==> src/rtl/lifo_stack_param_if.sv <==
// Push/pop/flush bus and status for lifo_stack_param.
// Optional sticky error flags are present only when LIFO_ERR_FLAGS_EN is defined.
interface lifo_stack_param_if #(
  parameter int WIDTH = 32,
  parameter int DEPTH = 32
);
  localparam int CW = $clog2(DEPTH + 1);

  logic             sig_push;
  logic             sig_pop;
  logic             sig_flush;
  logic [WIDTH-1:0] data_in;
  logic [WIDTH-1:0] data_out;
  logic             data_valid;
  logic [WIDTH-1:0] top_data;
  logic [CW-1:0]    count;
  logic             flag_full;
  logic             flag_empty;
`ifdef LIFO_ERR_FLAGS_EN
  logic             err_overflow;
  logic             err_underflow;
`endif

  modport master (
    output sig_push, sig_pop, sig_flush, data_in,
    input  data_out, data_valid, top_data, count, flag_full, flag_empty
`ifdef LIFO_ERR_FLAGS_EN
    , input err_overflow, err_underflow
`endif
  );

  modport slave (
    input  sig_push, sig_pop, sig_flush, data_in,
    output data_out, data_valid, top_data, count, flag_full, flag_empty
`ifdef LIFO_ERR_FLAGS_EN
    , output err_overflow, err_underflow
`endif
  );
endinterface

==> src/rtl/lifo_stack_param.sv <==
// Parametrised LIFO stack with replace-top (push+pop), flush and combinational peek.
// Define LIFO_ERR_FLAGS_EN to add sticky overflow/underflow flags.
module lifo_stack_param #(
  parameter int WIDTH = 32,
  parameter int DEPTH = 32
) (
  input  logic                  clock,
  input  logic                  reset,
  lifo_stack_param_if.slave     bus
);
  localparam int CW = $clog2(DEPTH + 1);
  localparam int AW = (DEPTH > 1) ? $clog2(DEPTH) : 1;

  logic [WIDTH-1:0] mem [DEPTH];
  logic [CW-1:0]    count;
  logic [WIDTH-1:0] data_out;
  logic             data_valid;
  logic             full;
  logic             empty;
  logic [AW-1:0]    top_idx;
  logic [AW-1:0]    push_idx;
  logic             replace;
  logic             push_only;
  logic             pop_only;
  logic             mem_we;
  logic [AW-1:0]    mem_waddr;

  assign full     = (count == CW'(DEPTH));
  assign empty    = (count == '0);
  assign top_idx  = AW'(count - CW'(1));
  assign push_idx = AW'(count);

  // Push+pop on an empty stack degrades to a plain push; the pop half is the underflow.
  always_comb begin
    replace   = 1'b0;
    push_only = 1'b0;
    pop_only  = 1'b0;
    if (!bus.sig_flush) begin
      replace   = bus.sig_push && bus.sig_pop && !empty;
      push_only = bus.sig_push && !replace && !full;
      pop_only  = bus.sig_pop && !bus.sig_push && !empty;
    end
  end

  assign mem_we    = !reset && (replace || push_only);
  assign mem_waddr = replace ? top_idx : push_idx;

  always_ff @(posedge clock) begin
    if (mem_we) mem[mem_waddr] <= bus.data_in;
  end

  always_ff @(posedge clock) begin
    if (reset) begin
      count      <= '0;
      data_out   <= '0;
      data_valid <= 1'b0;
    end else if (bus.sig_flush) begin
      count      <= '0;
      data_valid <= 1'b0;
    end else begin
      data_valid <= replace || pop_only;
      if (replace || pop_only) data_out <= mem[top_idx];
      if (push_only)     count <= count + CW'(1);
      else if (pop_only) count <= count - CW'(1);
    end
  end

`ifdef LIFO_ERR_FLAGS_EN
  logic err_overflow;
  logic err_underflow;

  always_ff @(posedge clock) begin
    if (reset) begin
      err_overflow  <= 1'b0;
      err_underflow <= 1'b0;
    end else if (!bus.sig_flush) begin
      if (bus.sig_push && !bus.sig_pop && full) err_overflow  <= 1'b1;
      if (bus.sig_pop && empty)                 err_underflow <= 1'b1;
    end
  end

  assign bus.err_overflow  = err_overflow;
  assign bus.err_underflow = err_underflow;
`endif

  assign bus.count      = count;
  assign bus.flag_full  = full;
  assign bus.flag_empty = empty;
  assign bus.data_out   = data_out;
  assign bus.data_valid = data_valid;
  assign bus.top_data   = empty ? '0 : mem[top_idx];

endmodule

==> src/flat_wrapper.sv <==
// flat-port wrapper written by rule: the top's interface ports become plain ports
module lifo_stack_param_flat 
#(
  parameter int WIDTH = 32,
  parameter int DEPTH = 32
)
  (clock, reset, bus_sig_push, bus_sig_pop, bus_sig_flush, bus_data_in, bus_data_out, bus_data_valid, bus_top_data, bus_count, bus_flag_full, bus_flag_empty);
  lifo_stack_param_if #(.WIDTH(WIDTH), .DEPTH(DEPTH)) bus_i ();
  input  logic clock;
  input  logic reset;
  input wire logic [$bits(bus_i.sig_push)-1:0] bus_sig_push;
  input wire logic [$bits(bus_i.sig_pop)-1:0] bus_sig_pop;
  input wire logic [$bits(bus_i.sig_flush)-1:0] bus_sig_flush;
  input wire logic [$bits(bus_i.data_in)-1:0] bus_data_in;
  output wire logic [$bits(bus_i.data_out)-1:0] bus_data_out;
  output wire logic [$bits(bus_i.data_valid)-1:0] bus_data_valid;
  output wire logic [$bits(bus_i.top_data)-1:0] bus_top_data;
  output wire logic [$bits(bus_i.count)-1:0] bus_count;
  output wire logic [$bits(bus_i.flag_full)-1:0] bus_flag_full;
  output wire logic [$bits(bus_i.flag_empty)-1:0] bus_flag_empty;
  assign bus_i.sig_push = bus_sig_push;
  assign bus_i.sig_pop = bus_sig_pop;
  assign bus_i.sig_flush = bus_sig_flush;
  assign bus_i.data_in = bus_data_in;
  assign bus_data_out = bus_i.data_out;
  assign bus_data_valid = bus_i.data_valid;
  assign bus_top_data = bus_i.top_data;
  assign bus_count = bus_i.count;
  assign bus_flag_full = bus_i.flag_full;
  assign bus_flag_empty = bus_i.flag_empty;
  lifo_stack_param #(.WIDTH(WIDTH), .DEPTH(DEPTH)) u_core (.clock(clock), .reset(reset), .bus(bus_i));
endmodule
==> config.mk <==
export PLATFORM = sky130hd
export DESIGN_NAME = lifo_stack_param_flat
export DESIGN_NICKNAME = d
export VERILOG_FILES = /design/src/rtl/lifo_stack_param_if.sv /design/src/rtl/lifo_stack_param.sv /design/src/flat_wrapper.sv
export SDC_FILE = /design/constraint.sdc
export NUM_CORES = 1
export LEC_CHECK = 0
export BUFFER_PORTS_ARGS = -buffer_cell sky130_fd_sc_hd__buf_2
export CORE_AREA = 2 2 409 411
export DETAILED_ROUTE_END_ITERATION = 8
export DIE_AREA = 0 0 411 413
export MAX_ROUTING_LAYER = met4
export PLACE_DENSITY_LB_ADDON = 0.2
export SLEW_MARGIN = 20
export SYNTH_ARGS = -nofsm -noshare
export SYNTH_HDL_FRONTEND = slang
export SYNTH_SLANG_ARGS = --single-unit
==> constraint.sdc <==
create_clock -name clock -period 4.45 [get_ports clock]
set_input_delay 0.2225 -clock clock [delete_from_list [all_inputs] [get_ports clock]]
set_output_delay 0.2225 -clock clock [all_outputs]
set_load 0.01 [all_outputs]
Yosys cells after proc, flatten, opt, wreduce, memory -nomap -nowiden --
Memory sizes are Yosys's and may differ from the RTL's. Index checks and enable logic that the tools add are counted.
Operators by class: bitwise operators 1, add/subtract/negate cells 2, mux-type cells 9, equal/unequal tests 1, reductions and logical operators 18
Operators by type and width (number):
- two-way mux 32 bit | 1
- two-way mux 6 bit | 2
- logical AND 1 bit | 7
- adder 6 x 1 -> 6 bit (second input constant) | 1
- equality test 6 bit (second input constant) | 1
- zero test 6 bit | 1
- subtractor 6 x 1 -> 6 bit (second input constant) | 1
- zero test 1 bit | 5
- two-way mux 1 bit | 5
- two-way mux 5 bit | 1
- logical OR 1 bit | 2
- AND reduction 2 bit | 1
- nonzero test 2 bit | 1
- OR reduction 2 bit | 1
- NOT 1 bit | 1
Storage, ports and cells: input port bits 37, word-level logic and storage cells 35, memory bits (writable) 1024, flip-flop bits (word level) 39, output and inout port bits 73, memories 1
Memory list:
- u_core.mem | words 32, width 32, read ports 1, clocked after memory_dff 0, write ports 1, RTL line lifo_stack_param.sv:14 | logic [WIDTH-1:0] mem [DEPTH];

Longest topological paths before layout --
word-level depth 11, mapped depth 12

Worst setup path before layout --
No wires, ideal clock.
kind register -> register, start point reg u_core.count[0], in the netlist u_core.bus.count[0], end point mem u_core.mem[5][0], enable pin, arrival time 3351 ps, buffers on the path 1, period minus slack after synthesis 3772 ps, stages on the path, launching flop included 10, setup slack 678 ps, required time 4029 ps, cell sequence dfxtp_1 buf_4 inv_1 ha_1 nor4b_4 mux2i_1 mux2i_1 nor3_1 nand2_1 nor2_1
On the way: word-level cells in the longest chain between the ends 11, elaborated cells between the ends (all ways) 16, those cells by class add/sub (1); eq/ne (1); mux (5); reduce/logical (9)
Ends and longest elaborated chain:
- start, declared | RTL line lifo_stack_param.sv:15 | logic [CW-1:0] count;
- start signal, assigned | RTL line lifo_stack_param.sv:63 | if (push_only) count <= count + CW'(1);
- start signal, assigned | RTL line lifo_stack_param.sv:64 | else if (pop_only) count <= count - CW'(1);
- zero test 6 bit | RTL line lifo_stack_param.sv:29 | assign empty = (count == '0);
- zero test 1 bit | RTL line lifo_stack_param.sv:39 | replace = bus.sig_push && bus.sig_pop && !empty;
- logical AND 1 bit | RTL line lifo_stack_param.sv:39
- zero test 1 bit | RTL line lifo_stack_param.sv:40 | push_only = bus.sig_push && !replace && !full;
- logical AND 1 bit (2 in series) | RTL line lifo_stack_param.sv:40
- two-way mux 1 bit | RTL line lifo_stack_param.sv:38 | if (!bus.sig_flush) begin
- logical OR 1 bit | RTL line lifo_stack_param.sv:45 | assign mem_we = !reset && (replace || push_only);
- logical AND 1 bit | RTL line lifo_stack_param.sv:45
- two-way mux 1 bit | RTL line lifo_stack_param.sv:49 | if (mem_we) mem[mem_waddr] <= bus.data_in;
- two-way mux 1 bit (not written as such) | RTL line lifo_stack_param.sv:49
- end, declared | RTL line lifo_stack_param.sv:14
Parallel ways exist; a longest one is shown, timed or not.

Final worst setup path --
start point reg u_core.count[1], in the netlist u_core.bus.count[1], end point out bus_top_data[18]
On the way: word-level cells in the longest chain between the ends 3, elaborated cells between the ends (all ways) 4, those cells by class add/sub (1); mux (1); reduce/logical (1); memory (1)
Ends and longest elaborated chain:
- subtractor 6 x 1 -> 6 bit | RTL line lifo_stack_param.sv:30 | assign top_idx = AW'(count - CW'(1));
- memory (32 x 32 bit)
- two-way mux 32 bit (*) | RTL line lifo_stack_param.sv:91 | assign bus.top_data = empty ? '0 : mem[top_idx];
- end, declared | RTL line flat_wrapper.sv:17 | output wire logic [$bits(bus_i.top_data)-1:0] bus_top_data;
Mark *: on every way between the ends. The rest lies on a longest branch, timed or not.

==> out/results.ini <==
[pwr]
internal_power_mw=16.8
irDropWorstVdd_uv=294
combPwrFrac=0.065
power.density_nw_per_um2=445
power_switching_mw=4.99
power.share.switching=0.229
leakagePower_nw=15.1
clockPowerShare=0.429
sequentialPowerShare=0.507

[die]
die_area_um2=170000
die_height_um=413
rows=150
die_x_um=411
start_util=0.248
io_pins=110
core_um2=166000

[layout]
layout-drive-gt1-share=0.278
multi_input_area_um2=9310
nets=2355
num-fill-cells=16400
seqCellArea_um2=31500
mostFrequentLayoutCells=edfxtp_1 (1024), nand2_1 (304), mux4_2 (256)
fin_util=0.294
mostFrequentLayoutCell=edfxtp_1
area_delta_synth_final_pct=18.6

[cts]
tritoncts=yes
clk_latency_ps=730
root_buffer=clkbuf_16
cts.reportedPaths.clkPinSlew_ps=60
cts_made_buffers=114
h-tree-depth=3
clock_sinks=1063
postCtsSetupBuffers=0
clk_path_buf_depth=3

[global_route]
grt_pass1_wl_mm=164
grt_max_degree=91
grt.overflow.total=0
track_usage=0.139
antenna_found_initial=7
first_global_vias=22000

[timing]
tightest_slew_ps=1060
slew_viol_final=0
min_period_ps=4280
final.setup_skew_ps=24.7
relSlewSlack=0.294
max_freq_ghz=0.234
hold_violations=0
setup_violations=0
rsz0062_at_grt=false
fin_crit_sh=0.962
finalSetupTns_ps=0

[synth]
synthFlopType=edfxtp_1
syn_nets=2153
yosys_warnings=0
syn_area_per_cell_um2=19.5
synth_area_um2=41200
synth_cell_type_count=57
seq_area_frac_synth=0.766
synth_edf_count=1024
async_flop_share=0
netlist_instances=2114
yosys.area.top_type_share=0.747
synthTopCellsByArea=edfxtp_1 (75%), mux4_2 (14%), nand2_1 (2.8%), dfxtp_1 (1.9%), nand3_1 (1.2%)
synth_seq_cells=1063
synth_top_area_cell=edfxtp_1

[detailed_routing]
via_count=20900
drtIter0Drc=1646
final_antenna_net_count=0
drc=0
avgViaCountPerCell=4.53
detail_route.first_pass.iterations=5
wl_per_cell_um=24.9
wl_mm=115

[worst_setup_path]
reg2reg_depth=9
endpoint_kind=output pin
crit_type=reg2out
crit_path_start_kind=register
worstPathRequired_ps=4230
cp.arrival_ps=4060
cp-startpoint=u_core.bus.count[1]
critPathCapture=bus_top_data[18]
rr_startpoint=u_core.bus.count[1]
r2r_end=u_core.mem[1][14]
crit_fanout=73
reg2reg_setup_slack_ps=650

[min_path]
whs_path_depth=1
hold_class=in2reg

[run]
maxCapViolations=0

[status]
status=completed

[placed_design]
port_buffers=109
dp_hpwl_mm=67.6
gp_congestion=0.753

through the flow:
stage | power, mW | instances | area [µm²] | hold WS (ps) | setup WS, ps
after floorplan | 12.0 | 2114 | 41200 | 321 | 678
after global placement | 12.7 | 4386 | 45000 | 482 | 744
after detailed placement | 12.7 | 4386 | 45000 | 490 | 711
after CTS | 22.1 | 4615 | 48800 | 3.59 | 49.3
after global routing | 22.5 | 4619 | 48800 | 48.8 | 11.0
final | 21.8 | 4622 | 48800 | 40.7 | 167
flip-flops by register name (all words and copies together) (netlist names):
signal	cells
u_core.bus.data_out	32
u_core.bus.data_valid	1
u_core.bus.count	6
u_core.mem	1024
synthesized netlist by cell type (2+ instances only):
cell       number
nand3_1       100
xnor2_1         4
nand2b_1        4
clkbuf_1       51
a32oi_1         2
buf_6           3
nand2_1       304
or2_1           2
mux4_2        256
or2_2           2
a211oi_1       35
inv_1           6
ha_1            2
edfxtp_1     1024
o2111ai_1      32
o21ai_0         3
mux2i_1         5
buf_4          25
nor3_1         10
xor2_1          2
a22oi_1         2
o22ai_1         2
buf_2          28
a2bb2oi_1       3
nor2b_1         2
buf_1          16
nor2_1        108
dfxtp_1        39
a21oi_1        14
how the worst min path moves through the flow:
stage	start	to	slack, ps
3_3_place_gp	u_core.bus.data_out[1]	u_core.bus.data_out[1]	480
2_1_floorplan	bus_data_in[0]	u_core.mem[0][0]	320
3_5_place_dp	u_core.bus.data_out[1]	u_core.bus.data_out[1]	490
6_report	bus_data_in[11]	u_core.mem[29][11]	40
4_1_cts	bus_data_in[30]	u_core.mem[26][30]	4
5_1_grt	bus_data_in[30]	u_core.mem[26][30]	50
power by group through the flow:
stage | registers, mW | logic [mW] | clock network (mW)
2_1_floorplan | 11.2 | 0.738 | 0
3_3_place_gp | 11.2 | 1.42 | 0
3_5_place_dp | 11.2 | 1.44 | 0
4_1_cts | 11.0 | 1.46 | 9.62
5_1_grt | 11.0 | 1.53 | 9.98
6_report | 11.0 | 1.40 | 9.33
worst max-delay path, cell delays in order, from the launching register on:
cell,delay (ps)
dfxtp_1,530
inv_1,150
ha_4,560
buf_12,430
mux4_2,380
nand2_1,80
nand2_1,80
o2111ai_1,720
nor2_1,90
buf_2,180
cell families (layout without fill, tap and decap cells):
logic type | Yosys count | count (layout) | synth area share
AOI/OAI and AO/OA | 109 | 109 | 0.0204
xor gates and xnor gates | 6 | 6 | 0.00128
adders and majority gates | 2 | 2 | 0.000608
buffers and inverters | 131 | 428 | 0.0157
DFF | 1063 | 1063 | 0.766
muxes | 262 | 262 | 0.142
other | 0 | 7 | 0
and+or+nand+nor | 541 | 541 | 0.0546
routing by layer:
layer | GRT usage | share of wire | vias to the layer above | wire [µm]
li1 | - | - | 8967 | -
met2 | 0.217 | 0.47 | 525 | 54600
met5 | - | 0 | - | 0
met1 | 0.184 | 0.45 | 11300 | 51900
met3 | 0.0241 | 0.047 | 170 | 5450
met4 | 0.0462 | 0.029 | 0 | 3310
timing repair:
item                                   4_1_cts  5_1_grt
resized for setup                            0        1
hold buffers                                18        0
endpoints found under the hold margin      246        0
setup endpoints to repair                    0        2
final cells by class:
cell class,instances,area share
Clock buffer,131,0.0601
Inverter,7,0.000538
Sequential cell,1063,0.646
Tap cell,2204,0.0565
Antenna cell,7,0.000359
Clock inverter,80,0.0147
Timing Repair Buffer,210,0.0315
Multi-Input combinational cell,920,0.191
Note: power is estimated with default switching activity, not from simulation.
